File: src/rtl/dsp_mac_sequencer_pkg.sv
// dsp_pkg: opmode encodings, slice latency and FSM state type shared by the MAC sequencer.
package dsp_pkg;
  localparam logic [7:0] OPMODE_MUL_ONLY = 8'h01;
  localparam logic [7:0] OPMODE_MUL_ACC  = 8'h09;
  localparam int DSP_LAT = 3;
  typedef enum logic [1:0] {IDLE, RUN, DRAIN, DONE} state_t;
endpackage

File: src/rtl/dsp_mac_sequencer_pipe_tracker.sv
// dsp_pipe_tracker: shadows the slice A1->M->P pipeline with {valid, first} tags to time the enables.
module dsp_pipe_tracker #(
  parameter int DEPTH = 3
) (
  input  logic clk,
  input  logic rst_n,
  input  logic i_issue,
  input  logic i_first,
  output logic o_ce_ab,
  output logic o_ce_m,
  output logic o_ce_p,
  output logic o_first_at_m,
  output logic o_last_done
);
  logic [DEPTH-1:0] r_v;
  logic [DEPTH-2:0] r_f;
  always_ff @(posedge clk or negedge rst_n)
    if (!rst_n) begin
      r_v <= '0;
      r_f <= '0;
    end else begin
      r_v <= DEPTH'({r_v, i_issue});
      r_f <= (DEPTH-1)'({r_f, i_first & i_issue});
    end
  assign o_ce_ab      = r_v[0];
  assign o_ce_m       = r_v[DEPTH-2];
  assign o_ce_p       = r_v[DEPTH-1];
  assign o_first_at_m = r_v[DEPTH-2] & r_f[DEPTH-2];
  // P updates at the coming edge and nothing younger is in flight
  assign o_last_done  = r_v[DEPTH-1] & ~|r_v[DEPTH-2:0];
endmodule

File: src/rtl/dsp_mac_sequencer.sv
// dsp_mac_sequencer: streams N operand pairs into a DSP48A1 and returns the accumulated P.
module dsp_mac_sequencer import dsp_pkg::*; #(
  parameter int LEN_W   = 8,
  parameter int DSP_LAT = dsp_pkg::DSP_LAT
) (
  input  logic             clk,
  input  logic             rst_n,
  input  logic             start,
  input  logic [LEN_W-1:0] len,
  output logic             busy,
  input  logic             in_valid,
  output logic             in_ready,
  input  logic [17:0]      in_a,
  input  logic [17:0]      in_b,
  output logic [17:0]      dsp_A,
  output logic [17:0]      dsp_B,
  output logic [47:0]      dsp_C,
  output logic [17:0]      dsp_D,
  output logic             dsp_CARRYIN,
  output logic [7:0]       dsp_opmode,
  output logic             dsp_CEA,
  output logic             dsp_CEB,
  output logic             dsp_CEM,
  output logic             dsp_CEP,
  output logic             dsp_CEOPMODE,
  input  logic [47:0]      dsp_P,
  input  logic             dsp_CARRYOUT,
  output logic             res_valid,
  input  logic             res_ready,
  output logic [47:0]      res_p,
  output logic             res_carry
);
  state_t           r_state;
  logic [LEN_W-1:0] r_cnt;
  logic             r_first;
  logic             r_zero;
  logic [17:0]      r_a;
  logic [17:0]      r_b;
  logic             w_acc;
  logic             w_ce_ab;
  logic             w_first_m;
  logic             w_last_done;
  assign w_acc = in_valid & in_ready;
  always_ff @(posedge clk or negedge rst_n)
    if (!rst_n) begin
      r_state <= IDLE;
      r_cnt   <= '0;
      r_first <= 1'b0;
      r_zero  <= 1'b0;
      r_a     <= '0;
      r_b     <= '0;
    end else begin
      if (w_acc) begin
        r_a <= in_a;
        r_b <= in_b;
      end
      case (r_state)
        IDLE: if (start) begin
          r_cnt   <= len;
          r_first <= 1'b1;
          r_zero  <= (len == '0);
          r_state <= (len == '0) ? DONE : RUN;
        end
        RUN: if (w_acc) begin
          r_cnt   <= r_cnt - LEN_W'(1);
          r_first <= 1'b0;
          if (r_cnt == LEN_W'(1)) r_state <= DRAIN;
        end
        DRAIN: if (w_last_done) r_state <= DONE;
        DONE: if (res_ready) r_state <= IDLE;
        default: r_state <= IDLE;
      endcase
    end
  dsp_pipe_tracker #(.DEPTH(DSP_LAT)) u_track (
    .clk          (clk),
    .rst_n        (rst_n),
    .i_issue      (w_acc),
    .i_first      (r_first),
    .o_ce_ab      (w_ce_ab),
    .o_ce_m       (dsp_CEM),
    .o_ce_p       (dsp_CEP),
    .o_first_at_m (w_first_m),
    .o_last_done  (w_last_done)
  );
  assign busy         = r_state != IDLE;
  assign in_ready     = r_state == RUN;
  assign dsp_A        = r_a;
  assign dsp_B        = r_b;
  assign dsp_C        = '0;
  assign dsp_D        = '0;
  assign dsp_CARRYIN  = 1'b0;
  assign dsp_CEA      = w_ce_ab;
  assign dsp_CEB      = w_ce_ab;
  assign dsp_CEOPMODE = 1'b1;
  // Z=0 on the first product discards whatever P held from an earlier job
  assign dsp_opmode   = w_first_m ? OPMODE_MUL_ONLY : OPMODE_MUL_ACC;
  assign res_valid    = r_state == DONE;
  assign res_p        = (res_valid && !r_zero) ? dsp_P : '0;
  assign res_carry    = res_valid && !r_zero && dsp_CARRYOUT;
endmodule

File: config.mk
export PLATFORM = sky130hd
export DESIGN_NAME = dsp_mac_sequencer
export DESIGN_NICKNAME = d
export VERILOG_FILES = /design/src/rtl/dsp_mac_sequencer_pkg.sv /design/src/rtl/dsp_mac_sequencer_pipe_tracker.sv /design/src/rtl/dsp_mac_sequencer.sv
export SDC_FILE = /design/constraint.sdc
export NUM_CORES = 1
export LEC_CHECK = 0
export BUFFER_PORTS_ARGS = -buffer_cell sky130_fd_sc_hd__buf_4
export CORE_AREA = 3 3 101 103
export CTS_CLUSTER_DIAMETER = 120
export DETAILED_ROUTE_END_ITERATION = 8
export DIE_AREA = 0 0 104 106
export PLACE_DENSITY_LB_ADDON = 0.1
export SYNTH_ARGS = -nofsm -noshare
export SYNTH_HDL_FRONTEND = slang
export SYNTH_HIERARCHICAL = 1
export SYNTH_SLANG_ARGS = --single-unit
File: constraint.sdc
create_clock -name clk -period 2.3 [get_ports clk]
set_input_delay 0.69 -clock clk [delete_from_list [all_inputs] [get_ports clk]]
set_output_delay 0.69 -clock clk [all_outputs]
set_load 0.03 [all_outputs]
==> flow_summary.toml, run 1 <==
[power]
sw_frac_of_total_pct = 45.6
comb_power_share_pct = 63.8
total_leakage_power_nw = 2.52
sequentialPowerShare_pct = 25.8
ir_worst_vdd_mv = 0.614
power.internal_mw = 3.48
power_density_nw_per_um2 = 1300
clkPwrFrac_pct = 10.4
p_sw_mw = 2.92

[sta]
setup_viol = 0
period_needed_ns = 2.26
max_freq_mhz = 442
hold_slack_ns = 0.357
drv_slew = 0
rsz0062_at_grt = "true"
maxSlewHeadroom_pct = 54.4
fin_ws_ns = 0.0360
fin_crit_sh_pct = 98.4
clock_skew_ns = 0.00662
hold_viol = 0
max_slew.worst_pin.slew_ns = 0.685

[synthesis]
netlist_instances = 311
synth_seq_cells = 53
syn_avg_cell_area_um2 = 10.4
synth_fa_ha_area_share_pct = 2.70
synthSimpleGateAreaFrac_pct = 17.9
synth_compound_area_share_pct = 3.36
ys_top_cells_by_area = "dfrtp_1 (41%), buf_4 (18%), mux2_2 (13%), and2_1 (9.8%), ha_1 (2.7%)"
synth-edff-count = 0
synthFlopType = "dfrtp_1"
yosysWarnings = 6
synthArstFlopShare_pct = 100
synth_cell_types = 32
synth_top_area_cell = "dfrtp_1"
muxShareOfSynthArea_pct = 14.7
yosysTopAreaCellShare_pct = 40.9
synth_xor_area_share_pct = 0
yosysSeqAreaShare_pct = 40.9
synth_top_family_by_area = "buffers and inverters"
syn_area_um2 = 3240

[setup_path]
max_stage_delay_ns = 0.38
path_max_fanout = 25
crit_chain = "ha_2 -> nor2b_4 -> buf_12 -> and2_1 -> buf_6"
start_kind = "flip-flop"
cp.required_ns = 1.61
worstRegToRegCells = 7
critical-path-slowest-cell = "dfrtp_1"
critical_path_class = "flip-flop to primary output"
cp_data_arrival_time_ns = 1.57
cp-end-kind = "primary output"

[placement]
portBuffers = 190
place_hpwl_mm = 7.43
dp_cells = 618
place_congestion = 0.785
place_ws_ns = 0.161
placed_area_um2 = 4540

[global_route]
gr-usage-met3_pct = 5.04
met1_usage_pct = 17.5
antenna_found_initial = 0
grtUsageTotal_pct = 15.9
grt_pass1_vias = 2638
grt_remaining_overflow = 0
busiest_layer = "met2"
met2_usage_pct = 29.9
grt_max_degree = 54
grt_pass1_wl_mm = 14.2

[clock_network]
htree_levels = 2
worstSkewPairLatency_ns = 0.31
cts_tree = "done"
path_clk_slew_ns = 0.10
cts_hold_buf = 0
cts-root-buf = "clkbuf_8"
clockBufferDepth = 2
cts_made_buffers = 5
clock-sinks = 53

[layout]
num_antenna_cells = 0
multi_input_area_um2 = 1590
final_cells = 630
final_common_cell = "buf_4"
seq_area_um2 = 1330
final_layout_size_suffix_gt1_share_pct = 53.7
synthToLayoutAreaGrowth_pct = 52.2
final_area_um2 = 4930
layout.nets = 605
fillers = 899
final_cell_mix = "buf_4 (145), conb_1 (75), dfrtp_1 (53)"

[outcome]
status = "finished, final reports clean"

[routing]
num_vias = 2658
via_per_inst = 4.22
wirelength_mm = 9.46
antenna_left = 0
drt_first_pass_iters = 4
wire_per_inst_um = 15.0
first_iter_violations = 91
drc = 0

[floorplan]
die_area_um2 = 11000
initial_core_util_pct = 34.9
die_h_um = 106
core_um2 = 9280
die_x_um = 104
rows = 35
io-pin-count = 266

[worst_hold_path]
hold_path_class = "flip-flop to flip-flop"
whs_path_depth = 0

[run]
cap_violations = 0
worst paths after layout:
path	slack (ns)	from	endpoint
min in group asynchronous	0.40	rst_n	dsp_A[13]
worst min register to register	0.36	u_track/r_f[0]	u_track/r_f[1]
worst min-delay path	0.36	u_track/r_f[0]	u_track/r_f[1]
worst max-delay path	0.04	r_state[0]	res_p[33]
max in group asynchronous	1.43	rst_n	dsp_B[5]
worst max register to register	0.35	r_state[1]	r_cnt[7]
routing by layer:
metal,vias up,wire [µm]
met5,-,0
met3,2,820
met2,137,5160
met4,0,35
met1,1276,3440
li1,1243,-
worst max-delay path, delay by kind of cell (launching register included):
family,cells,cell delay [ns]
DFF,1,0.38
and+or+nand+nor,2,0.38
buffers and inverters,2,0.31
adders and majority gates,1,0.20
registers in the layout (all words and copies together) (netlist names):
name         cells
r_first          1
r_cnt            8
r_state          2
r_zero           1
dsp_A           18
dsp_B           18
u_track/r_v      3
u_track/r_f      2
power groups by stage:
stage / sequential, mW / combinational, mW / clock [mW]
final: 1.65 / 4.09 / 0.666
after global routing: 1.72 / 4.35 / 0.731
after CTS: 1.66 / 3.99 / 0.692
after detailed placement: 1.68 / 3.82 / 0
after global placement: 1.66 / 3.78 / 0
after floorplan: 2.32 / 1.93 / 0
cell type report:
cell class	count	area share, %
inverters	9	0.685
clock inverters	3	1.01
clock buffers	5	1.39
flip-flops and latches	53	26.9
well taps	129	3.27
multi-input cells	234	32.1
repair buffers	197	34.6
kinds of logic (layout without fill, tap and decap cells):
group,Yosys count,in the layout
AOI/OAI and AO/OA,15,15
adders and majority gates,7,7
muxes,43,43
buffers and inverters,97,214
and+or+nand+nor,94,94
other,2,75
DFF,53,53
synth_stat cells, types with 2 or more instances:
master,n
a21oi_1,2
and2_1,51
and4_1,3
buf_2,5
buf_4,76
clkbuf_1,7
conb_1,2
dfrtp_1,53
ha_1,7
inv_1,9
mux2_2,38
mux2i_1,5
nand2_1,6
nand2b_1,5
nor2_1,9
nor2b_1,2
nor3_1,6
nor3b_1,2
o21ai_0,4
o221a_2,2
o22ai_1,4
or3_1,2
or4_1,2
repair_timing:
action / CTS / global route
pin swaps: 1 / 0
resized for setup: 18 / 46
gates cloned: 1 / 0
endpoints found under the setup margin: 49 / 58
buffers inserted: 3 / 0
per-stage QoR:
| step | TNS (ns) | util, % | power [mW] |
|---|---|---|---|
| 2_1_floorplan | 0 | - | 4.25 |
| 3_3_place_gp | 0 | 48.9 | 5.44 |
| 3_5_place_dp | 0 | 48.9 | 5.50 |
| 4_1_cts | 0 | 51.4 | 6.34 |
| 5_1_grt | -2.39 | 53.2 | 6.80 |
| 6_report | 0 | 53.2 | 6.41 |
No activity file was read; power rests on OpenSTA's default activity.
==> inputs of run 2 (changes only) <==
- BUFFER_PORTS_ARGS: -buffer_cell sky130_fd_sc_hd__buf_4 -> -buffer_cell sky130_fd_sc_hd__buf_2
==> flow_summary.toml, run 2 (synthesis gave the netlist of run 1 again) <==
[power]
ir_worst_vdd_mv = 0.792
power_density_nw_per_um2 = 1340
finalPower_mw = 6.36
total_leakage_power_nw = 2.51

[setup_path]
cp-end-kind = "primary output"
cp_data_arrival_time_ns = 1.62
max_stage_delay_ns = 0.40
critical_path_class = "flip-flop to primary output"
critical-path-slowest-cell = "dfrtp_1"
crit_chain = "ha_2 -> nor2b_4 -> buf_12 -> buf_6 -> and2_2 -> buf_6"
cp.required_ns = 1.61
path_max_fanout = 12
cp_common_cell = "buf_6"
start_kind = "flip-flop"

[routing]
num_vias = 2687
met1_length_mm = 3.59
dr.max_layer_used = "met5"
drc = 0
via_per_inst = 4.21
wire_per_inst_um = 15.4
dr_wl_met2_mm = 5.24
drt_first_pass_iters = 4
wirelength_mm = 9.82
first_iter_violations = 89
wl_met3_um = 814
antenna_left = 0

[layout]
fin_util_pct = 51.3
final_common_cell = "buf_2"
final_cell_mix = "buf_2 (140), conb_1 (75), buf_6 (53), dfrtp_1 (53), mux2_2 (38)"
layout.nets = 613
synthToLayoutAreaGrowth_pct = 46.8
final_layout_size_suffix_gt1_share_pct = 59.7
num_antenna_cells = 0
final_cells = 638

[sta]
fin_crit_sh_pct = 100
clock_skew_ns = 0.00641
tns_ns = -0.0284
max_slew.worst_pin.slew_ns = 0.507
setup_viol = 7
maxSlewHeadroom_pct = 66.2
period_needed_ns = 2.31
hold_viol = 0
drv_slew = 0
fin_ws_ns = -0.00827
rsz0062_at_grt = "true"
max_freq_mhz = 433

[clock_network]
path_clk_slew_ns = 0.09
clockBufferDepth = 2
worstSkewPairLatency_ns = 0.30
cts-root-buf = "clkbuf_8"
cts_tree = "done"
cts_hold_buf = 0
clock-sinks = 53
htree_levels = 2
cts_made_buffers = 5

[outcome]
status = "complete, but fails checks"
violations = "setup timing"

[placement]
portBuffers = 190
place_hpwl_mm = 7.23
place_congestion = 0.757
dp_cells = 620
place_ws_ns = 0.228

[floorplan]
die_h_um = 106
die_area_um2 = 11000
initial_core_util_pct = 34.9
die_x_um = 104
io-pin-count = 266
core_um2 = 9280
rows = 35

[worst_hold_path]
hold_path_class = "input port to asynchronous set/reset pin"

[global_route]
grt_pass1_vias = 2617
grt_max_degree = 38
grt_remaining_overflow = 0
grt_pass1_wl_mm = 13.7
antenna_found_initial = 1
grtUsageTotal_pct = 15.3

[run]
cap_violations = 0
## run 2: cell types whose count changed in the layout (fill, tap and decap cells not counted), sizes merged
cell,before,now
buf,196,203
clkinv,1,0
clkbuf,6,8
## run 2: final cells by class
cell class              count  area [µm²]
inverters                   9        33.8
repair buffers            205        1470
multi-input cells         234        1640
clock inverters             2        41.3
clock buffers               6        82.6
flip-flops and latches     53        1330
well taps                 129         161
fillers                   894        4520
## run 2: critical path, delay by kind of cell (launching register included)
family	cells	cell delay, ns
buf+inv	3	0.41
fa+ha+maj	1	0.19
simple gates	2	0.33
flops	1	0.40
## run 2: what timing repair did
action / CTS / global route
endpoints found under the setup margin: 49 / 55
resized for setup: 66 / 73
cloned: 1 / 4
buffers inserted: 2 / 11
pin swaps: 1 / 22
## run 2: metal layers
layer | up-vias | track usage (%)
met5 | - | 0
met2 | 140 | 27.8
met3 | 13 | 5.28
met4 | 2 | 3.32
met1 | 1271 | 17.4
li1 | 1261 | -
## run 2: report_power, final
group	switching, mW	total, mW	leakage (nW)	internal (mW)
registers	0.252	1.64	0.634	1.39
logic	2.37	4.05	1.81	1.68
clock network	0.310	0.671	0.0633	0.362
## run 2: worst paths after layout
path | from | slack [ns] | cells after the start | to
min in group clk | u_track/r_f[0] | 0.36 | 0 | u_track/r_f[1]
worst min-delay path | rst_n | 0.33 | 1 | dsp_A[13]
worst min register to register | u_track/r_f[0] | 0.36 | 0 | u_track/r_f[1]
worst max-delay path | r_state[0] | -0.008 | 6 | res_p[43]
worst max register to register | r_state[1] | 0.39 | 7 | r_cnt[6]
max in group asynchronous | rst_n | 1.44 | 2 | dsp_A[12]
## run 2: metrics by stage
| stage | cell area [µm²] | hold WS [ns] |
|---|---|---|
| after floorplan | 3530 | 0.331 |
| after global placement | 4100 | 0.336 |
| after detailed placement | 4100 | 0.336 |
| after CTS | 4450 | 0.333 |
| after global routing | 4760 | 0.333 |
| final | 4760 | 0.328 |
